--- src/rtl/pito_mvu_apb_bridge.sv ---
// Buffers MVU CSR writes from the hart CSR unit and replays each one as a two-phase APB write.
// Slave errors and ACCESS timeouts are latched into sticky flags together with the failing CSR address.
module pito_mvu_apb_bridge #(
  parameter int unsigned FIFO_DEPTH         = 4,
  parameter int unsigned APB_ADDR_W         = 32,
  parameter logic [11:0] MVU_CSR_START_ADDR = 12'hF20,
  parameter int unsigned TIMEOUT_CYCLES     = 64
) (
  input  logic                  clk,
  input  logic                  rst,
  input  logic                  req_valid,
  input  logic [11:0]           req_addr,
  input  logic [31:0]           req_wdata,
  output logic                  req_ready,
  output logic [APB_ADDR_W-1:0] apb_paddr,
  output logic                  apb_psel,
  output logic                  apb_penable,
  output logic                  apb_pwrite,
  output logic [31:0]           apb_pwdata,
  input  logic                  apb_pready,
  input  logic                  apb_pslverr,
  input  logic                  err_clr,
  output logic                  busy_o,
  output logic                  err_o,
  output logic                  err_timeout_o,
  output logic [11:0]           err_addr_o
);

  localparam int unsigned PW = (FIFO_DEPTH < 2) ? 1 : $clog2(FIFO_DEPTH);
  localparam int unsigned TW = (TIMEOUT_CYCLES < 2) ? 1 : $clog2(TIMEOUT_CYCLES);
  localparam logic [TW-1:0] TLAST = TW'((TIMEOUT_CYCLES == 0) ? 0 : TIMEOUT_CYCLES - 1);

  typedef enum logic [1:0] {IDLE, SETUP, ACCESS} state_t;

  state_t                  state;
  logic [11:0]             fifo_addr [FIFO_DEPTH];
  logic [31:0]             fifo_data [FIFO_DEPTH];
  logic [PW-1:0]           wr_ptr, rd_ptr;
  logic [PW:0]             count;
  logic [TW-1:0]           tcnt;
  logic                    full, empty, push, pop;
  logic [APB_ADDR_W-1:0]   head_paddr;
  logic [31:0]             head_data;

  assign full       = (count == (PW+1)'(FIFO_DEPTH));
  assign empty      = (count == '0);
  assign req_ready  = !full && !rst;
  // Out-of-range addresses are handshaken but never enqueued.
  assign push       = req_valid && req_ready && (req_addr >= MVU_CSR_START_ADDR);
  assign head_paddr = APB_ADDR_W'(fifo_addr[rd_ptr]);
  assign head_data  = fifo_data[rd_ptr];
  assign busy_o     = !empty || (state != IDLE);

  always_comb begin
    pop = 1'b0;
    if (!empty)
      pop = (state == IDLE) || ((state == ACCESS) && apb_pready);
  end

  always_ff @(posedge clk) begin
    if (push) begin
      fifo_addr[wr_ptr] <= req_addr;
      fifo_data[wr_ptr] <= req_wdata;
    end
  end

  always_ff @(posedge clk) begin
    if (rst) begin
      wr_ptr <= '0;
      rd_ptr <= '0;
      count  <= '0;
    end else begin
      if (push) wr_ptr <= wr_ptr + PW'(1);
      if (pop)  rd_ptr <= rd_ptr + PW'(1);
      count <= count + (PW+1)'(push) - (PW+1)'(pop);
    end
  end

  always_ff @(posedge clk) begin
    if (rst) begin
      state         <= IDLE;
      apb_psel      <= 1'b0;
      apb_penable   <= 1'b0;
      apb_pwrite    <= 1'b0;
      apb_paddr     <= '0;
      apb_pwdata    <= '0;
      tcnt          <= '0;
      err_o         <= 1'b0;
      err_timeout_o <= 1'b0;
      err_addr_o    <= '0;
    end else begin
      // Clear first so an error raised in this same cycle overrides it.
      if (err_clr) begin
        err_o         <= 1'b0;
        err_timeout_o <= 1'b0;
        err_addr_o    <= '0;
      end
      case (state)
        IDLE: begin
          if (pop) begin
            state      <= SETUP;
            apb_psel   <= 1'b1;
            apb_pwrite <= 1'b1;
            apb_paddr  <= head_paddr;
            apb_pwdata <= head_data;
            tcnt       <= '0;
          end
        end
        SETUP: begin
          state       <= ACCESS;
          apb_penable <= 1'b1;
        end
        ACCESS: begin
          if (apb_pready) begin
            if (apb_pslverr) begin
              err_o      <= 1'b1;
              err_addr_o <= apb_paddr[11:0];
            end
            if (pop) begin
              state       <= SETUP;
              apb_penable <= 1'b0;
              apb_paddr   <= head_paddr;
              apb_pwdata  <= head_data;
              tcnt        <= '0;
            end else begin
              state       <= IDLE;
              apb_psel    <= 1'b0;
              apb_penable <= 1'b0;
              apb_pwrite  <= 1'b0;
              apb_paddr   <= '0;
              apb_pwdata  <= '0;
            end
          end else if ((TIMEOUT_CYCLES != 0) && (tcnt == TLAST)) begin
            state         <= IDLE;
            apb_psel      <= 1'b0;
            apb_penable   <= 1'b0;
            apb_pwrite    <= 1'b0;
            apb_paddr     <= '0;
            apb_pwdata    <= '0;
            err_o         <= 1'b1;
            err_timeout_o <= 1'b1;
            err_addr_o    <= apb_paddr[11:0];
          end else begin
            tcnt <= tcnt + TW'(1);
          end
        end
        default: state <= IDLE;
      endcase
    end
  end

  pop_on_empty: assert property (@(posedge clk) disable iff (rst) !(pop && empty));

endmodule

--- config.mk ---
export PLATFORM = sky130hd
export DESIGN_NAME = pito_mvu_apb_bridge
export DESIGN_NICKNAME = d
export VERILOG_FILES = /design/src/rtl/pito_mvu_apb_bridge.sv
export SDC_FILE = /design/constraint.sdc
export NUM_CORES = 1
export LEC_CHECK = 0
export CAP_MARGIN = 30
export CORE_MARGIN = 4
export CORE_UTILIZATION = 50
export CTS_CLUSTER_SIZE = 30
export DETAILED_ROUTE_END_ITERATION = 8
export MAX_ROUTING_LAYER = met4
export PLACE_DENSITY = 0.79
export RECOVER_POWER = 50
export SLEW_MARGIN = 20
export SYNTH_ARGS = -nofsm -noshare
export SYNTH_HDL_FRONTEND = slang
export SYNTH_SLANG_ARGS = --single-unit
export TNS_END_PERCENT = 1
--- constraint.sdc ---
create_clock -name clk -period 2.5 [get_ports clk]
set_input_delay 0.5 -clock clk [delete_from_list [all_inputs] [get_ports clk]]
set_output_delay 0.5 -clock clk [all_outputs]
set_load 0.005 [all_outputs]
== Word level (Yosys, flattened, before mapping) ==
Memories as Yosys holds them, arrays and structs flattened. A register that Yosys moved wholly into a read port is not among the register bits.
Index checks and enable logic that the tools add are counted.
Storage, ports and cells
  RAM bits: 176
  output and inout port bits: 83
  memories: 2
  word-level logic and storage cells: 93
  bits in registers: 95
Memories
  fifo_data: depth 4, width 32, rd ports 1, clocked after Yosys merged registers in 1, wr ports 1, line 37  | logic [31:0] fifo_data [FIFO_DEPTH];
  fifo_addr: depth 4, width 12, rd ports 1, clocked after Yosys merged registers in 1, wr ports 1, line 36  | logic [11:0] fifo_addr [FIFO_DEPTH];
Cells by class
  equal/unequal tests: 8
  mux-type cells: 46
  reduce and logical (&&, ||, !) cells: 19
  $add $sub $neg: 5
  $lt $le $gt $ge: 1
Operators by type and width (count)
  two-way mux 32 bit: 6
  one-hot mux 32 bit (2 select lines): 2
  two-way mux 12 bit: 6
  two-way mux 1 bit: 18
  two-way mux 6 bit: 3
  two-way mux 2 bit: 7
  >= comparator 12 bit, second input constant: 1
  one-hot mux 6 bit (2 select lines): 1
  adder 6 x 1 -> 6 bit, second input constant: 1
  equality test 6 bit, second input constant: 1
  inequality test 3 bit, second input constant: 2
  one-hot mux 2 bit (3 select lines): 1
  AND reduction 2 bit: 3
  nonzero test 2 bit: 3
  adder 2 x 1 -> 2 bit, second input constant: 2
  logical AND 1 bit: 4
  one-hot mux 1 bit (2 select lines): 2
  AND reduction 4 bit: 1
  adder 3 x 1 -> 3 bit: 1
  equality test 3 bit, second input constant: 1
  zero test 1 bit: 3
  zero test 3 bit: 1
  inequality test 3 x 2 -> 1 bit, second input constant: 1
  AND reduction 3 bit: 1
  6 further kinds: 7

== Longest topological paths before layout ==
Gate-level depths: netlist of the first run.
  word-level depth: 7
  depth in mapped cells: 13
  depth with buffers taken out: 12

== Worst setup path after synthesis of the first run ==
OpenSTA, ideal clock, no wires.
  path type: input-to-reg
  start point: input req_addr[6]
  end point: memory fifo_addr[0][0] (enable)
  setup slack: 0.028 ns
  library setup time: 0.406 ns
  arrival time: 2.066 ns
  stages on the path: 3
  path through: nor3_1 -> nor3_1 -> and3_1
On the way
  cells in the longest elaborated chain, start to end: 4
Ends and longest elaborated chain
  start: declaration: line 12  | input logic [11:0] req_addr,
  >= comparator 12 bit: line 49  | assign push = req_valid && req_ready && (req_addr >= MVU_CSR_START_ADDR);
  logical AND 1 bit: line 49
  two-way mux 1 bit: line 61  | if (push) begin
  two-way mux 1 bit (implied by the code): line 62  | fifo_addr[wr_ptr] <= req_addr;
  end: declaration: line 36
Every way passes these cells.

== Final worst setup path of the first run ==
  start point: input req_addr[5]
  end point: register count[2]
On the way
  cells in the longest elaborated chain, start to end: 4
Ends and longest elaborated chain
  >= comparator 12 bit: line 49
  logical AND 1 bit: line 49
  adder 3 x 1 -> 3 bit: line 75  | count <= count + (PW+1)'(push) - (PW+1)'(pop);
  subtractor 3 x 1 -> 3 bit: line 75
  end signal: assignment: line 75
  end: declaration: line 39  | logic [PW:0] count;
Every way passes these cells.
A chain may end at the register's enable or synchronous reset.

==> results.txt, run 1 <==
----------------------------------------------------
[Run status]
  Result of the run ... completed

[Synth]
  Largest family of logic cells by synthesized area ... compound AO/OA/AOI/OAI gates
  Portion of the post-synthesis area used by sequential elements ... 0.677
  Adder and majority cell fraction of the synthesized area ... 0.0156
  Avg Synthesized Cell Area ... 15.6 um^2
  Cell area after synthesis ... 10100 um^2
  Cell taking the most area after synthesis ... edfxtp_1
  Post-Synth XOR/XNOR Area ... 0.00348
  Instance count of the mapped netlist ... 648
  Top-area cell type share of the netlist area ... 0.524
  Leading cell type by number of instances after synthesis ... edfxtp_1
  Number of enable flip-flop cells after synthesis ... 176
  Yosys cell types ... 52
  Flip-flop and latch count after synthesis ... 253
  Number of warnings issued by yosys ... 0
  Leading cell types by count after synthesis ... edfxtp_1 (176), dfxtp_1 (77), nand2_1 (61)
  Compound-Gate Fraction of Synth Area ... 0.108
  Share of cell area taken by muxes after synthesis ... 0.0983
  Post-Synth Simple-Gate Area ... 0.0516
  Prevailing post-synth register cell ... edfxtp_1
  Share of synthesized registers carrying an async set or reset ... 0
  Dominant cells by area after synthesis ... edfxtp_1 (52%), dfxtp_1 (15%), mux4_2 (9.8%), o21ai_2 (3.5%), o211ai_1 (3.3%)

[Drt]
  Total routed wirelength ... 21500 um
  Wire length per cell ... 20.2 um
  Number of antenna-violating nets in the routed design ... 0
  Overall via count from detail_route ... 6044
  Pre-antenna DRT Iters ... 5
  Via density ... 5.67
  DRC marker count from the first detailed-route iteration ... 392
  Number of DRC violations after detailed routing ... 0

[Timing]
  Number of setup violations in the final report ... 0
  Largest clock skew in the final design ... 14.0 ps
  Final worst hold slack ... 425 ps
  Final min period ... 2440 ps
  Period Utilization, post-route ... 0.977
  Unrepaired setup endpoints after global routing ... true
  Actual slew at the worst max-slew pin ... 560 ps
  Max Clock Freq ... 0.410 GHz
  Relative slew margins ... 0.624
  Final hold vios ... 0
  Count of final max-slew check failures ... 0

[Floorplanning]
  DIE AREA ... 22500 um^2
  Vert. Die Dim ... 150 um
  CORE AREA ... 19700 um^2
  Starting density of the core ... 0.513
  Die Wd ... 150 um
  Count of pins on the block boundary ... 133
  Cell Rows ... 51

[Critical path]
  Endpoint of the worst setup timing path ... count[2]
  Required arrival time at the worst endpoint ... 2890 ps
  Setup slack of the most critical reg-to-reg path ... 160 ps
  Launch instance of the worst register-to-register path ... state[1]
  Worst Setup SP ... req_addr[5]
  Classification of the worst setup path ... primary input to flop
  Crit path arrival time ... 2830 ps
  Critical path peak fanout ... 2
  Cell count of the worst reg-to-reg path ... 12
  Crit. End Element ... flop
  Terminus of the critical flop-to-flop path ... count[2]
  Kind of start point of the critical path ... primary input

[Clock tree]
  Root buffer cell ... clkbuf_16
  Cts bufs inserted ... 24
  Hold buffer count at CTS ... 0
  Later-pin clock latency in the skew report ... 510 ps
  Count of H-tree levels built during CTS ... 1
  TritonCTS clock tree ... yes
  Clock transition time at the flip-flop clock pins of the worst setup and hold paths ... 70 ps
  Max Root-Sink Buffers ... 3
  Sinks on Clock Net ... 253

[Cells and area]
  Net count reported at finish ... 841
  Area of the multi-input gates ... 2920 um^2
  Total non-filler cell area in the finished layout ... 12400 um^2
  Area growth syn-to-layout ... 23.0%
  Fraction of layout instances using a drive strength above 1 ... 0.223
  Area of all sequential standard cells ... 6830 um^2
  Filler cells ... 1399

[Pwr]
  Static power due to leakage ... 4.13 nW
  Worst supply voltage drop on vdd ... 0.718 mV
  Power density of the placed cells ... 1020 nW/um^2

[Global route]
  Number of global-route vias before repair ... 6405
  Global-route congestion overflow total ... 0
  GRT Resource Usage Total ... 0.200
  Maximum number of pins on one net before global-route repair ... 45
  Initial antenna violation count ... 3
  Wire length of the first global-routing pass ... 34300 um

[Placed design]
  Number of buffer cells added on primary ports ... 112
  Total cell area at the placement stage ... 11600 um^2
  Last weighted congestion value of the routability-driven placer ... 0.815
  Post-DP HPWL ... 13700 um

[Run]
  Max-capacitance violation count ... 0

[Hold path]
  Worst min-delay path category ... primary input to flop

----------------------------------------------------
-- cells by family (layout without fill, tap and decap cells) --
| group | Yosys count | in the layout |
|---|---|---|
| buf+inv | 77 | 207 |
| other cells | 1 | 24 |
| xor+xnor | 4 | 4 |
| flops | 253 | 253 |
| fa+ha+maj | 12 | 12 |
| compound gates | 144 | 144 |
| simple gates | 113 | 113 |
| mux | 44 | 44 |
-- critical path: stages --
cell and delay, ps:
clkdlybuf4s50_1 480, nor3_1 60, or3_4 400, nor2_4 110, inv_1 50, ha_1 280
inv_1 60, ha_1 130, inv_1 50, fa_2 350, xor2_2 160, xnor2_1 140
nor2_1 70
-- worst min-delay path by stage --
stage / startpoint / endpoint / depth (start not counted)
after CTS: req_addr[7] / fifo_addr[0][7] / 1
after global routing: req_addr[7] / fifo_addr[0][7] / 1
final: req_addr[7] / fifo_addr[3][7] / 1
after detailed placement: apb_paddr[4] / err_addr_o[4] / 2
after floorplan: apb_paddr[10] / err_addr_o[10] / 2
after global placement: apb_penable / apb_penable / 2
-- registers in the layout, summed over array words and instances, names as in the netlist, named ones only --
register / count
fifo_addr: 48
apb_pwrite: 1
wr_ptr: 2
apb_penable: 1
apb_paddr: 12
err_timeout_o: 1
apb_pwdata: 32
err_addr_o: 12
err_o: 1
tcnt: 6
rd_ptr: 2
count: 3
fifo_data: 128
state: 2
-- what timing repair did --
action	CTS	global route
pin swaps	3	4
setup buffers	2	1
setup endpoints to repair	2	2
gates resized for setup	11	5
-- cell type report --
class | instances | area share
diodes | 4 | 0.000808
clock buffers | 30 | 0.0520
clock inverters | 14 | 0.0109
inverters | 12 | 0.00384
multi-input cells | 337 | 0.235
flip-flops and latches | 253 | 0.551
well taps | 265 | 0.0268
repair buffers | 151 | 0.119
-- per-layer routing --
| layer | share of wire | track usage | routed length (um) | vias to the layer above |
|---|---|---|---|---|
| met1 | 0.39 | 0.237 | 8280 | 3011 |
| met3 | 0.055 | 0.0263 | 1190 | 52 |
| met2 | 0.53 | 0.359 | 11400 | 244 |
| met4 | 0.027 | 0.0604 | 588 | 0 |
| li1 | - | - | - | 2737 |
| met5 | 0 | - | 0 | - |
-- power breakdown --
part,internal (mW),switching [mW],leakage (nW)
sequential,4.95,0.469,2.21
clock,2.06,1.50,0.388
combinational,1.82,1.82,1.53
-- cell usage in the layout (no fill, tap or decap), drive strengths merged, types with 11 or more instances in the layout --
cell type	instances
clkbuf	35
o2111ai	11
clkdlybuf4s50	68
conb	20
dfxtp	77
o21ai	51
o211ai	44
ha	11
dlygate4sd3	37
mux4	44
nand2	61
inv	14
buf	34
edfxtp	176
a21oi	25
nor2	18
-- metrics by stage --
step,TNS (ps),power [mW],util,setup WS [ps],instances
finish,0,12.6,0.631,58.7,1066
global route,-37.1,13.2,0.631,-37.1,1065
CTS,0,12.7,0.630,14.2,1061
detailed placement,-1230,9.17,0.589,-690,1015
global placement,-1030,9.03,0.589,-588,1015
floorplan,0,7.75,-,27.6,667
Power figures use the tool's default switching activity.
==> inputs of run 2 (changes only) <==
Settings changed: CTS_CLUSTER_SIZE 30 to 12.
==> results.txt, run 2 (synthesis gave the netlist of run 1 again) <==
----------------------------------------------------
[Cells and area]
  Most common cell after layout, fill and taps aside ... edfxtp_1 (unchanged)
  Register with the most flip-flops ... fifo_data (unchanged)
  Net count reported at finish ... 843 (was 841)
  Total non-filler cell area in the finished layout ... 12400 um^2 (about the same)
  Largest registers ... fifo_data (128), fifo_addr (48), apb_pwdata (32) (unchanged)
  Fraction of layout instances using a drive strength above 1 ... 0.211 (was 0.223)
  Area growth syn-to-layout ... 23.0% (about the same)
  Post-layout util ... 0.631 (about the same)
  Filler cells ... 1415 (was 1399)
  Flip-flop count of the largest register after layout ... 128 (unchanged)
  Commonest non-fill, non-tap cells in the layout ... edfxtp_1 (176), dfxtp_1 (73), nand2_1 (61) (was edfxtp_1 (176), dfxtp_1 (73), clkdlybuf4s50_1 (68))

[Hold path]
  Worst min-delay path category ... primary input to flop (unchanged)

[Global route]
  Initial antenna violation count ... 1 (was 3)
  Wire length of the first global-routing pass ... 34100 um (was 34300 um)
  GRT Resource Usage Total ... 0.198 (was 0.200)
  Maximum number of pins on one net before global-route repair ... 45 (unchanged)
  Number of global-route vias before repair ... 6427 (was 6405)
  Global-route congestion overflow total ... 0 (unchanged)

[Drt]
  Pre-antenna DRT Iters ... 5 (unchanged)
  Total routed wirelength ... 21400 um (was 21500 um)
  Number of antenna-violating nets in the routed design ... 0 (unchanged)
  Via density ... 5.66 (was 5.67)
  Number of DRC violations after detailed routing ... 0 (unchanged)
  DRC marker count from the first detailed-route iteration ... 386 (was 392)
  Overall via count from detail_route ... 6050 (was 6044)
  Wire length per cell ... 20.0 um (was 20.2 um)

[Critical path]
  Kind of start point of the critical path ... primary input (unchanged)
  Crit path arrival time ... 2800 ps (was 2830 ps)
  Critical path peak fanout ... 2 (unchanged)
  Crit. End Element ... flop (unchanged)
  Setup slack of the most critical reg-to-reg path ... 180 ps (was 160 ps)
  Required arrival time at the worst endpoint ... 2880 ps (was 2890 ps)
  Classification of the worst setup path ... primary input to flop (unchanged)

[Timing]
  Number of setup violations in the final report ... 0 (unchanged)
  Unrepaired setup endpoints after global routing ... true (unchanged)
  Actual slew at the worst max-slew pin ... 762 ps (was 560 ps)
  Final min period ... 2410 ps (was 2440 ps)
  Relative slew margins ... 0.492 (was 0.624)
  Max Clock Freq ... 0.414 GHz (was 0.410 GHz)
  Period Utilization, post-route ... 0.965 (was 0.977)
  Final total negative setup slack ... 0 ps (unchanged)
  Final worst hold slack ... 426 ps (was 425 ps)
  Count of final max-slew check failures ... 0 (unchanged)
  Final hold vios ... 0 (unchanged)
  Largest clock skew in the final design ... 10.7 ps (was 14.0 ps)

[Run status]
  Result of the run ... completed (unchanged)

[Clock tree]
  TritonCTS clock tree ... yes (unchanged)
  Later-pin clock latency in the skew report ... 510 ps (about the same)
  Max Root-Sink Buffers ... 3 (unchanged)
  Hold buffer count at CTS ... 0 (unchanged)
  Count of H-tree levels built during CTS ... 1 (unchanged)
  Sinks on Clock Net ... 253 (unchanged)
  Clock transition time at the flip-flop clock pins of the worst setup and hold paths ... 60 ps (was 70 ps)
  Cts bufs inserted ... 26 (was 24)
  Root buffer cell ... clkbuf_16 (unchanged)

[Placed design]
  Total cell area at the placement stage ... 11600 um^2 (unchanged)
  Post-DP HPWL ... 13700 um (unchanged)
  Number of buffer cells added on primary ports ... 112 (unchanged)
  Last weighted congestion value of the routability-driven placer ... 0.815 (unchanged)

[Pwr]
  Share of total power consumed by net switching ... 0.295 (was 0.300)
  Internal power of the cells ... 8.93 mW (was 8.83 mW)
  Net Switching ... 3.74 mW (was 3.79 mW)
  Worst supply voltage drop on vdd ... 0.731 mV (was 0.718 mV)
  Static power due to leakage ... 4.17 nW (was 4.13 nW)
  Logic gate share of total power ... 0.287 (was 0.289)
  Reg power frac ... 0.429 (about the same)
  Clock share of power ... 0.284 (was 0.282)
  Power density of the placed cells ... 1020 nW/um^2 (about the same)

[Floorplanning]
  Starting density of the core ... 0.513 (unchanged)
  CORE AREA ... 19700 um^2 (unchanged)
  DIE AREA ... 22500 um^2 (unchanged)
  Vert. Die Dim ... 150 um (unchanged)
  Cell Rows ... 51 (unchanged)
  Die Wd ... 150 um (unchanged)
  Count of pins on the block boundary ... 133 (unchanged)

[Run]
  Max-capacitance violation count ... 0 (unchanged)

----------------------------------------------------
-- run 2: cell count changes in the layout (fill, tap and decap cells not counted), moves of 3 or more --
cell | previous run | this run
o21ai_0 | 2 | 5
clkbuf_2 | 0 | 3
clkdlybuf4s50_1 | 68 | 55
o21ai_1 | 8 | 5
clkbuf_1 | 10 | 21
clkinv_2 | 6 | 2
dlygate4sd3_1 | 37 | 50
buf_4 | 27 | 20
-- run 2: cell type report --
| class | count | area, um^2 | area share |
|---|---|---|---|
| well taps | 265 | 332 | 0.0267 |
| diodes | 2 | 5.00 | 0.000404 |
| inverters | 12 | 47.5 | 0.00384 |
| repair buffers | 151 | 1450 | 0.117 |
| clock inverters | 5 | 47.5 | 0.00384 |
| multi-input cells | 337 | 2910 | 0.235 |
| flip-flops and latches | 253 | 6830 | 0.551 |
| clock buffers | 43 | 763 | 0.0616 |
-- run 2: power groups by stage --
stage | logic (mW) | registers, mW | clock network [mW]
3_3_place_gp | 3.55 | 5.48 | 0
5_1_grt | 3.95 | 5.49 | 3.85
6_report | 3.64 | 5.43 | 3.60
4_1_cts | 3.69 | 5.43 | 3.66
3_5_place_dp | 3.66 | 5.51 | 0
2_1_floorplan | 2.43 | 5.32 | 0
-- run 2: worst max-delay path: stages --
cell             delay [ps]
clkdlybuf4s50_1         470
nor3_1                   60
or3_4                   410
nor2_4                  100
inv_1                    50
ha_1                    280
inv_1                    60
ha_1                    120
inv_1                    50
fa_2                    350
xor2_2                  150
xnor2_1                 140
nor2_1                   70
-- run 2: repair_timing --
action,in CTS,in global routing
gates resized for setup,11,5
buffers inserted,3,0
pin swaps,3,4
endpoints found under the setup margin,2,2
-- run 2: path summary, 6_finish.rpt --
| check | from | cells past startpoint | to |
|---|---|---|---|
| setup / recovery | req_addr[5] | 13 | count[2] |
| hold reg to reg | apb_paddr[4] | 2 | err_addr_o[4] |
| hold / removal | req_addr[7] | 1 | fifo_addr[3][7] |
| setup reg to reg | state[1] | 12 | count[2] |
-- run 2: routing by layer --
layer  global-route usage  wire (um)  vias to the layer above  share of wire
met4               0.0599        463                        0          0.022
li1                     -          -                     2743              -
met3               0.0257       1240                       36          0.058
met1                0.237       8460                     3030           0.40
met2                0.353      11300                      241           0.53
met5                    -          0                        -              0
-- run 2: stage by stage --
step                      power (mW)  setup WS (ps)  cells
final                           12.7           86.8   1068
after global routing            13.3          -41.6   1067
after CTS                       12.8           4.47   1066
after detailed placement        9.17           -690   1015
after global placement          9.03           -588   1015
after floorplan                 7.75           27.6    667
==> inputs of run 3 (changes only) <==
Settings changed: CAP_MARGIN 30 to 20, CTS_CLUSTER_SIZE 12 to default, SKIP_CTS_REPAIR_TIMING from default to 1.
==> results.txt, run 3 (synthesis gave the netlist of run 1 again) <==
----------------------------------------------------
[Timing]
  Max Clock Freq ... 0.408 GHz (was 0.414 GHz)
  Final worst hold slack ... 311 ps (was 426 ps)
  Period Utilization, post-route ... 0.980 (was 0.965)
  Relative slew margins ... 0.605 (was 0.492)
  Final hold vios ... 0 (unchanged)
  Actual slew at the worst max-slew pin ... 587 ps (was 762 ps)
  Number of setup violations in the final report ... 0 (unchanged)
  Final total negative setup slack ... 0 ps (unchanged)
  Final min period ... 2450 ps (was 2410 ps)
  Largest clock skew in the final design ... 13.9 ps (was 10.7 ps)
  Final setup margin ... 49.4 ps (was 86.8 ps)
  Unrepaired setup endpoints after global routing ... true (unchanged)
  Count of final max-slew check failures ... 0 (unchanged)

[Critical path]
  Worst Setup SP ... req_valid (was req_addr[5])
  Kind of start point of the critical path ... primary input (unchanged)
  Cell Chain, Critical Path ... clkdlybuf4s50_1 -> nand2_2 -> or3_4 -> nor2_4 -> inv_1 -> ha_1 -> inv_1 -> ha_1 -> inv_1 -> fa_1 -> xor2_1 -> xnor2_1 -> nor2_1 (was clkdlybuf4s50_1 -> nor3_1 -> or3_4 -> nor2_4 -> inv_1 -> ha_1 -> inv_1 -> ha_1 -> inv_1 -> fa_2 -> xor2_2 -> xnor2_1 -> nor2_1)
  Setup slack of the most critical reg-to-reg path ... 110 ps (was 180 ps)
  Critical path peak fanout ... 2 (unchanged)
  Launch instance of the worst register-to-register path ... state[0] (was state[1])
  Delay-heaviest family, CP ... adder cells (unchanged)
  Classification of the worst setup path ... primary input to flop (unchanged)
  Cell with the largest stage delay on the worst path ... clkdlybuf4s50_1 (unchanged)
  Cell repeated most along the worst path ... inv_1 (unchanged)
  Required arrival time at the worst endpoint ... 2890 ps (was 2880 ps)
  Count of buffering cells on the critical path with inverters included ... 4 (unchanged)
  Crit path arrival time ... 2840 ps (was 2800 ps)
  Crit. End Element ... flop (unchanged)
  Worst stage delay on the critical path ... 470 ps (about the same)

[Cells and area]
  Fraction of layout instances using a drive strength above 1 ... 0.228 (was 0.211)
  Flip-flop count of the largest register after layout ... 128 (unchanged)
  Total non-filler cell area in the finished layout ... 12400 um^2 (about the same)
  Register with the most flip-flops ... fifo_data (unchanged)
  Most common cell after layout, fill and taps aside ... edfxtp_1 (unchanged)
  Commonest non-fill, non-tap cells in the layout ... edfxtp_1 (176), clkdlybuf4s50_1 (105), dfxtp_1 (72) (was edfxtp_1 (176), dfxtp_1 (73), nand2_1 (61))
  Net count reported at finish ... 838 (was 843)
  Filler cells ... 1386 (was 1415)
  Area of all sequential standard cells ... 6840 um^2 (was 6830 um^2)
  Largest registers ... fifo_data (128), fifo_addr (48), apb_pwdata (32) (unchanged)
  Area of the multi-input gates ... 2920 um^2 (was 2910 um^2)
  # diodes ... 0 (was 2)
  Area growth syn-to-layout ... 23.1% (was 23.0%)

[Pwr]
  Reg power frac ... 0.431 (was 0.429)
  Power after layout ... 12.6 mW (was 12.7 mW)
  Logic gate share of total power ... 0.288 (was 0.287)
  Worst supply voltage drop on vdd ... 0.714 mV (was 0.731 mV)
  Share of total power consumed by net switching ... 0.300 (was 0.295)
  Internal power of the cells ... 8.84 mW (was 8.93 mW)
  Clock share of power ... 0.281 (was 0.284)
  Static power due to leakage ... 4.18 nW (was 4.17 nW)
  Net Switching ... 3.78 mW (was 3.74 mW)
  Power density of the placed cells ... 1020 nW/um^2 (about the same)

[Drt]
  Number of DRC violations after detailed routing ... 0 (unchanged)
  Via density ... 5.66 (about the same)
  DRC marker count from the first detailed-route iteration ... 455 (was 386)
  Pre-antenna DRT Iters ... 5 (unchanged)
  Number of antenna-violating nets in the routed design ... 0 (unchanged)
  Total routed wirelength ... 21600 um (was 21400 um)
  Overall via count from detail_route ... 5992 (was 6050)
  Wire length per cell ... 20.4 um (was 20.0 um)

[Clock tree]
  Cts bufs inserted ... 24 (was 26)
  TritonCTS clock tree ... yes (unchanged)
  Max Root-Sink Buffers ... 3 (unchanged)
  Sinks on Clock Net ... 253 (unchanged)
  Later-pin clock latency in the skew report ... 510 ps (about the same)
  Clock transition time at the flip-flop clock pins of the worst setup and hold paths ... 70 ps (was 60 ps)
  Root buffer cell ... clkbuf_16 (unchanged)
  Count of H-tree levels built during CTS ... 1 (unchanged)

[Floorplanning]
  Vert. Die Dim ... 150 um (unchanged)
  Count of pins on the block boundary ... 133 (unchanged)
  DIE AREA ... 22500 um^2 (unchanged)
  Die Wd ... 150 um (unchanged)
  Cell Rows ... 51 (unchanged)
  Starting density of the core ... 0.513 (unchanged)
  CORE AREA ... 19700 um^2 (unchanged)

[Global route]
  Number of global-route vias before repair ... 6386 (was 6427)
  GRT Resource Usage Total ... 0.200 (was 0.198)
  Maximum number of pins on one net before global-route repair ... 45 (unchanged)
  Initial antenna violation count ... 0 (was 1)
  Wire length of the first global-routing pass ... 34200 um (was 34100 um)
  Global-route congestion overflow total ... 0 (unchanged)

[Placed design]
  Total cell area at the placement stage ... 11600 um^2 (unchanged)
  Setup Slack @ Placement ... -690 ps (unchanged)
  Number of buffer cells added on primary ports ... 112 (unchanged)
  Post-DP HPWL ... 13700 um (unchanged)
  Last weighted congestion value of the routability-driven placer ... 0.815 (unchanged)

[Hold path]
  Launch instance of the worst min-delay path ... req_addr[7] (unchanged)
  Worst min-delay path category ... primary input to flop (unchanged)

[Run]
  Max-capacitance violation count ... 0 (unchanged)

[Run status]
  Result of the run ... completed (unchanged)

----------------------------------------------------
==> run 3: cell types whose count changed in the layout (fill, tap and decap cells not counted), moves of 3 or more <==
cell,before,now
buf_4,20,29
clkbuf_1,21,5
clkbuf_2,3,0
clkdlybuf4s50_1,55,105
clkinv_2,2,6
dlygate4sd2_1,6,0
dlygate4sd3_1,50,0
dlymetal6s2s_1,0,7
o21ai_0,5,2
o21ai_1,5,8
==> run 3: final cells by class <==
cell class | instances | area share
clock inverter | 14 | 0.0109
inverter | 12 | 0.00383
multi-input combinational | 337 | 0.235
sequential | 253 | 0.551
timing repair buffer | 148 | 0.121
tap | 265 | 0.0267
clock buffer | 30 | 0.0519
==> run 3: metrics by stage <==
stage	utilization	std cells
floorplan	-	667
global placement	0.589	1015
detailed placement	0.589	1015
CTS	0.629	1059
global route	0.631	1059
finish	0.631	1059
==> run 3: final timing paths <==
| path | end | depth (start not counted) |
|---|---|---|
| worst max-delay path | count[2] | 13 |
| worst max register to register | count[2] | 12 |
| worst min-delay path | fifo_addr[0][7] | 1 |
| worst min register to register | err_addr_o[4] | 2 |
==> run 3: power by group through the flow <==
| stage | Combinational [mW] | Clock (mW) | Sequential [mW] |
|---|---|---|---|
| after CTS | 3.68 | 3.61 | 5.43 |
| after global placement | 3.55 | 0 | 5.48 |
| after detailed placement | 3.66 | 0 | 5.51 |
| after global routing | 3.95 | 3.79 | 5.50 |
| final | 3.64 | 3.55 | 5.44 |
| after floorplan | 2.43 | 0 | 5.32 |
==> run 3: layer usage <==
metal	track usage	up-vias	wire (um)
met2	0.356	208	11400
met1	0.236	3019	8440
met5	-	-	0
met4	0.0631	0	584
li1	-	2719	-
met3	0.0260	46	1150
